[config.mk]
export PLATFORM = sky130hd
export DESIGN_NAME = mem_stream_ctrl
export DESIGN_NICKNAME = d
export VERILOG_FILES = /design/src/rtl/mem_stream_ctrl.sv
export SDC_FILE = /design/constraint.sdc
export NUM_CORES = 1
export LEC_CHECK = 0
export ABC_AREA = 0
export ABC_CLOCK_PERIOD_IN_PS = 3900
export CAP_MARGIN = 10
export CORE_MARGIN = 5
export CORE_UTILIZATION = 40
export DETAILED_ROUTE_END_ITERATION = 10
export GPL_TIMING_DRIVEN = 1
export PLACE_DENSITY = 0.79
export SYNTH_ARGS = -nofsm -noshare
export SYNTH_HDL_FRONTEND = slang
export SYNTH_SLANG_ARGS = --single-unit
[constraint.sdc]
create_clock -name clk -period 3.9 [get_ports clk]
set_input_delay 0.39 -clock clk [delete_from_list [all_inputs] [get_ports clk]]
set_output_delay 0.39 -clock clk [all_outputs]
set_load 0.005 [all_outputs]
[src/rtl/mem_stream_ctrl.sv]
// mem_stream_ctrl: turns one read/write command into single-port memory strobes and a valid/ready word stream
module mem_stream_ctrl #(
    parameter int word_len = 8,
    parameter int addr_len = 8,
    parameter int cnt_len  = addr_len + 1
) (
    input  logic                clk,
    input  logic                rst,
    input  logic                start,
    input  logic                mode,
    input  logic [addr_len-1:0] base_addr,
    input  logic [cnt_len-1:0]  count,
    output logic                busy,
    output logic                done,
    output logic [word_len-1:0] out_data,
    output logic                out_valid,
    input  logic                out_ready,
    input  logic [word_len-1:0] in_data,
    input  logic                in_valid,
    output logic                in_ready,
    output logic [addr_len-1:0] mem_addr,
    output logic                mem_read_en,
    output logic                mem_write_en,
    output logic [word_len-1:0] mem_wdata,
    input  logic [word_len-1:0] mem_rdata
);
    typedef enum logic [2:0] {IDLE, RD_REQ, RD_CAP, RD_OUT, WR_IN, WR_MEM, DONE} state_t;
    state_t state, state_nx;
    logic [addr_len-1:0] ptr;
    logic [cnt_len-1:0]  remaining;
    logic [word_len-1:0] dreg;
    logic                last;
    logic                step;
    assign last = remaining == cnt_len'(1);
    assign step = (state == RD_OUT && out_ready) || state == WR_MEM;
    // state register; reset abandons any transfer in flight
    always_ff @(posedge clk or negedge rst) begin
        if (!rst) state <= IDLE;
        else      state <= state_nx;
    end
    // next-state: commands only accepted in IDLE, zero count completes immediately
    always_comb begin
        state_nx = state;
        case (state)
            IDLE:    if (start) state_nx = (count == '0) ? DONE : (mode ? WR_IN : RD_REQ);
            RD_REQ:  state_nx = RD_CAP;
            RD_CAP:  state_nx = RD_OUT;
            RD_OUT:  if (out_ready) state_nx = last ? DONE : RD_REQ;
            WR_IN:   if (in_valid) state_nx = WR_MEM;
            WR_MEM:  state_nx = last ? DONE : WR_IN;
            DONE:    state_nx = IDLE;
            default: state_nx = IDLE;
        endcase
    end
    // pointer/count bookkeeping and the single data holding register shared by both directions
    always_ff @(posedge clk or negedge rst) begin
        if (!rst) begin
            ptr       <= '0;
            remaining <= '0;
            dreg      <= '0;
        end else begin
            if (state == IDLE && start) begin
                ptr       <= base_addr;
                remaining <= count;
            end
            if (step) begin
                ptr       <= ptr + addr_len'(1);
                remaining <= remaining - cnt_len'(1);
            end
            if (state == RD_CAP) dreg <= mem_rdata;
            if (state == WR_IN && in_valid) dreg <= in_data;
        end
    end
    // outputs decoded from state and registers only, zero outside their owning state
    always_comb begin
        busy         = state != IDLE;
        done         = state == DONE;
        out_valid    = state == RD_OUT;
        out_data     = (state == RD_OUT) ? dreg : '0;
        in_ready     = state == WR_IN;
        mem_read_en  = state == RD_REQ;
        mem_write_en = state == WR_MEM;
        mem_addr     = (state == RD_REQ || state == WR_MEM) ? ptr : '0;
        mem_wdata    = (state == WR_MEM) ? dreg : '0;
    end
endmodule

==> results.toml, run 1 <==
[cts]
cts.sinks = 28
insertion_delay_ns = 0.27
cts_tree = "built"
clock-root-buffer = "clkbuf_8"
numCtsBuffers = 3
path_clk_slew_ns = 0.09
post-cts-setup-buffers = 0
cts_hold_buf = 0
cts_resized = 0
clockBufferDepth = 2
htreeDepth = 1

[finish]
mostFrequentLayoutCells = "clkdlybuf4s50_1, dfrtp_1, and2_1"
multiInputGateArea_um2 = 1040
fill_cells = 425
drive_gt1_frac = 0.0590
antennaDiodeCount = 0
nets = 315
syn_to_final_growth_pct = 40.6
fin_util = 0.585
seqCellArea_um2 = 701
layout_commonest_cell = "clkdlybuf4s50_1"
fin_area_um2 = 2580

[power_and_ir_drop]
p_int_uw = 950
power.switching_uw = 656
power_uw = 1610
power_frac_clock = 0.099
p_per_area_nw_per_um2 = 622
seq_power_share = 0.385
peakVddDrop_mv = 0.250
pwr-share-comb = 0.516
p_leak_uw = 0.00103
switching_share = 0.408

[routing]
drt-total-wl_mm = 4.98
drt.antenna.violating_nets = 0
drtPass1Iterations = 4
route.detailed.drc = 0
num_vias = 1848
via_per_inst = 5.72
drt_iter0_drc = 107
wl_per_cell_um = 15.4

[timing]
hold_violations = 0
slew_violations = 0
finalSetupTns_ns = 0
slew_headroom = 0.495
skew_ns = 0.00302
layout_min_cycle_time_ns = 2.65
period_share = 0.679
rsz0062_at_grt = "false"
timing.hold.ws_ns = 0.363
finalSetupViolCount = 0
worstMarginPinSlew_ns = 0.755
timing.fmax_mhz = 378

[die]
dieArea_um2 = 6050
die_w_um = 77.8
fp.dieH_um = 77.8
core_um2 = 4410
core.rowCount = 24
ios = 69
start_util = 0.416

[grt]
grt_max_degree = 23
groute.usage.overall = 0.172
gr-total-overflow = 0
grt_pass1_wl_mm = 8.76
antenna_found_initial = 0
grt_pass1_vias = 1887

[critical_path]
worst_setup_path_end_kind = "output pin"
worst_path_max_delay_cell = "dfrtp_1"
cp_slowest_stage_delay_ns = 0.69
cp-start-kind = "flop"
cp_num_buf_inv = 1
cp.required_ns = 3.51
crit_type = "reg2out"
crit_chain = "nand2_1 -> nor2_1 -> and2_1 -> clkdlybuf4s50_1"
crit_family = "simple AND/OR/NAND/NOR gates"
arrival_ns = 2.26
crit_fanout = 18

[yosys]
seq_area_frac_synth = 0.381
synth_enable_flop_cells = 0
yosys_warnings = 0
synth-seq-cells = 28
ys_types = 50
synth_area_um2 = 1840
syn_inst = 208
synthesis.nets = 250
synthArstFlopShare = 1.00
ys.flop_type = "dfrtp_1"
syn_area_per_cell_um2 = 8.83

[place]
postPlaceCellArea_um2 = 2540
port_buffers = 68
place_congestion = 0.843
dp_hpwl_mm = 3.78

[hold_path]
hold_class = "in2async"

[status]
outcome = "finished clean"

[run]
drv_cap = 0
cell type report:
cell class,count,area share
Tap cell,52,0.0252
Multi-Input combinational cell,161,0.404
Clock buffer,3,0.0160
Inverter,8,0.0116
Sequential cell,28,0.271
Timing Repair Buffer,71,0.272
registers in the layout, summed over array words and instances, names as in the netlist:
name,count
ptr,8
state,3
dreg,8
remaining,9
worst reg2reg max path: cells and delay by family (launching register included):
kind / cells / cell delay, ns
AOI/OAI and AO/OA: 3 / 0.76
DFF: 1 / 0.58
and+or+nand+nor: 1 / 0.62
worst paths after layout:
kind | slack, ns | startpoint | to | depth (start not counted)
min in group clk | 0.50 | dreg[3]$_DFFE_PN0P_ | dreg[3]$_DFFE_PN0P_ | 1
worst max-delay path | 1.25 | state[1]$_DFFE_PN0P_ | out_data[5] | 4
worst min register to register | 0.50 | dreg[3]$_DFFE_PN0P_ | dreg[3]$_DFFE_PN0P_ | 1
max in group asynchronous | 2.93 | rst | remaining[1]$_DFFE_PN0P_ | 2
worst max register to register | 1.80 | state[1]$_DFFE_PN0P_ | remaining[4]$_DFFE_PN0P_ | 4
worst min-delay path | 0.36 | rst | remaining[3]$_DFFE_PN0P_ | 1
cells in the mapped netlist, drive strengths merged (2+ instances only):
library cell,count,share of area
a211oi,3,0.015
a21o,3,0.012
a21oi,7,0.019
a221o,3,0.016
a22o,3,0.014
a22oi,2,0.0082
a311oi,2,0.0095
a31o,2,0.0095
and2,23,0.078
and3,3,0.010
buf,9,0.031
clkbuf,2,0.0041
dfrtp,28,0.38
ha,3,0.020
inv,8,0.016
mux2i,5,0.027
nand2,18,0.037
nand2b,2,0.0068
nand3,6,0.016
nand4,2,0.0068
nor2,20,0.042
nor3,9,0.031
nor3b,2,0.011
nor4,2,0.0068
nor4b,2,0.018
o211ai,5,0.020
o21ai,13,0.035
o22ai,3,0.010
o311ai,3,0.014
or3,3,0.010
or4,2,0.0082
per-layer routing:
layer,up-vias,routed length [um],track usage
li1,894,-,-
met1,880,2110,0.219
met2,68,2310,0.275
met3,6,525,0.0660
met4,0,35,0.0412
met5,-,0,0
power groups by stage:
stage	clock (uW)	combinational (uW)	sequential, uW
floorplan	0	612	537
global placement	0	815	619
detailed placement	0	837	621
CTS	166	838	618
global route	176	931	654
finish	159	828	618
cells by family after synthesis:
family / Yosys count / share of synthesized area
multiplexers: 5 / 0.0272
adder cells (fa/ha/maj): 3 / 0.0204
buffers and inverters: 19 / 0.0511
flip-flops: 28 / 0.381
AO/OA/AOI/OAI: 55 / 0.215
AND/OR/NAND/NOR: 98 / 0.304
through the flow:
stage	worst slack, ns	instances
detailed placement	1.56	320
global placement	1.62	320
floorplan	2.33	208
global route	1.02	323
CTS	1.25	323
finish	1.25	323
No activity file was read; power rests on OpenSTA's default activity.
==> inputs of run 2 (changes only) <==
--- a/config.mk
+++ b/config.mk
@@ -6,7 +6,7 @@
 export NUM_CORES = 1
 export LEC_CHECK = 0
 export ABC_AREA = 0
-export ABC_CLOCK_PERIOD_IN_PS = 3900
+export ABC_CLOCK_PERIOD_IN_PS = 2700
 export CAP_MARGIN = 10
 export CORE_MARGIN = 5
 export CORE_UTILIZATION = 40
==> constraint.sdc (replaced) <==
create_clock -name clk -period 2.7 [get_ports clk]
set_input_delay 0.27 -clock clk [delete_from_list [all_inputs] [get_ports clk]]
set_output_delay 0.27 -clock clk [all_outputs]
set_load 0.005 [all_outputs]
==> run 2 against run 1 <==
Effect of this change: final cell count grew 0.62%; first-iteration DRC count grew 31%; count of clock-buffer cells in the layout is the same; highest routed layer unchanged; clock skew grew 0.0059 ns; sequential share of layout area shrank 0.16 points; largest cell class unchanged; total power grew 47%; critical path type unchanged; register-to-register slack lost 1.2 ns; core utilization grew 0.34 points; sequential power grew 39%.
==> results.toml, run 2 (synthesis gave the netlist of run 1 again) <==
[status]
outcome = "finished clean"

[timing]
timing.fmax_mhz = 411
worstMarginPinSlew_ns = 0.565
skew_ns = 0.00889
rsz0062_at_grt = "false"
layout_min_cycle_time_ns = 2.43
hold_violations = 0
slew_headroom = 0.620
finalSetupViolCount = 0
period_share = 0.902
finalSetupTns_ns = 0
slew_violations = 0

[finish]
drive_gt1_frac = 0.0659
seqCellArea_um2 = 701
multiInputGateArea_um2 = 1040
top_register = "remaining"
fill_cells = 394
largest_reg_flops = 9
antennaDiodeCount = 0
syn_to_final_growth_pct = 41.4
mostFrequentLayoutCells = "clkdlybuf4s50_1, dfrtp_1, and2_1"
nets = 317
reg_top3 = "remaining (9), dreg (8), ptr (8)"
fin_util = 0.588
layout_commonest_cell = "clkdlybuf4s50_1"

[critical_path]
cp_num_buf_inv = 1
worst_setup_path_end_kind = "output pin"
cp.required_ns = 2.43
arrival_ns = 2.16
crit_family = "simple AND/OR/NAND/NOR gates"
regToRegSetupSlack_ns = 0.63
r2r_start = "state[0]$_DFFE_PN0P_"
rr_endpoint = "remaining[7]$_DFFE_PN0P_"
crit_fanout = 12
r2r_cells = 4
worst_path_max_delay_cell = "dfrtp_1"
crit_type = "reg2out"
cp_slowest_stage_delay_ns = 0.60
crit_chain = "nand2_1 -> nor2_1 -> and2_1 -> clkdlybuf4s50_1"
cp-start-kind = "flop"

[cts]
cts_resized = 0
post-cts-setup-buffers = 0
htreeDepth = 1
cts.sinks = 28
cts_tree = "built"
numCtsBuffers = 3
insertion_delay_ns = 0.28
cts_hold_buf = 0
path_clk_slew_ns = 0.10
clock-root-buffer = "clkbuf_8"
clockBufferDepth = 2

[grt]
grt_pass1_vias = 1841
antenna_found_initial = 0
grt_max_degree = 29
groute.usage.overall = 0.174
gr-total-overflow = 0
grt_pass1_wl_mm = 8.69

[power_and_ir_drop]
peakVddDrop_mv = 0.434
power.switching_uw = 963
seq_power_share = 0.366
p_leak_uw = 0.00104
p_per_area_nw_per_um2 = 906
p_int_uw = 1390
power_frac_clock = 0.097
pwr-share-comb = 0.536
switching_share = 0.409

[die]
core_um2 = 4410
start_util = 0.416
fp.dieH_um = 77.8
die_w_um = 77.8
dieArea_um2 = 6050
core.rowCount = 24
ios = 69

[place]
port_buffers = 68
dp_hpwl_mm = 3.77
place_congestion = 0.830

[hold_path]
hold_class = "in2async"

[run]
drv_cap = 0

[routing]
drt-total-wl_mm = 5.05
drtPass1Iterations = 4
via_per_inst = 5.57
wl_met3_um = 408
num_vias = 1809
met1Wirelength_mm = 2.28
route.detailed.drc = 0
highest_layer = "met4"
met2_length_mm = 2.31
wl_per_cell_um = 15.5
drt_iter0_drc = 140
drt.antenna.violating_nets = 0
[run 2: through the flow]
stage	hold WS [ns]	power [uW]	instance area (um2)	setup slack (ns)	std cells
after global routing	0.407	2570	2600	0.0655	325
after detailed placement	0.481	2140	2560	0.547	322
after global placement	0.487	2090	2560	0.613	322
after floorplan	-0.0256	1660	1840	1.13	208
final	0.374	2350	2600	0.265	325
after CTS	0.383	2380	2600	0.220	325
[run 2: cell type report]
type / count / share of cell area
multi-input cells: 161 / 0.401
repair buffers: 73 / 0.276
flip-flops and latches: 28 / 0.270
well taps: 52 / 0.0250
clock buffers: 3 / 0.0159
inverters: 8 / 0.0116
[run 2: per-layer routing]
| metal | track usage | up-vias |
|---|---|---|
| met5 | 0 | - |
| met4 | 0.0481 | 0 |
| met3 | 0.0567 | 4 |
| met2 | 0.274 | 66 |
| met1 | 0.227 | 847 |
| li1 | - | 892 |
[run 2: power groups by stage]
| stage | Sequential (uW) | Combinational (uW) | Clock, uW |
|---|---|---|---|
| CTS | 857 | 1280 | 239 |
| detailed placement | 860 | 1280 | 0 |
| floorplan | 776 | 883 | 0 |
| global placement | 854 | 1240 | 0 |
| finish | 862 | 1260 | 229 |
| global route | 901 | 1410 | 260 |
[run 2: worst max-delay path by stage]
stage                         startpoint                  endpoint  slack (ns)  cells past startpoint
finish              state[0]$_DFFE_PN0P_               out_data[4]        0.27                      4
global placement    state[0]$_DFFE_PN0P_               out_data[5]        0.61                      4
global route        state[0]$_DFFE_PN0P_               out_data[5]        0.07                      4
detailed placement  state[0]$_DFFE_PN0P_               out_data[5]        0.55                      4
CTS                 state[0]$_DFFE_PN0P_               out_data[4]        0.22                      4
floorplan           state[0]$_DFFE_PN0P_  remaining[3]$_DFFE_PN0P_        1.13                      5
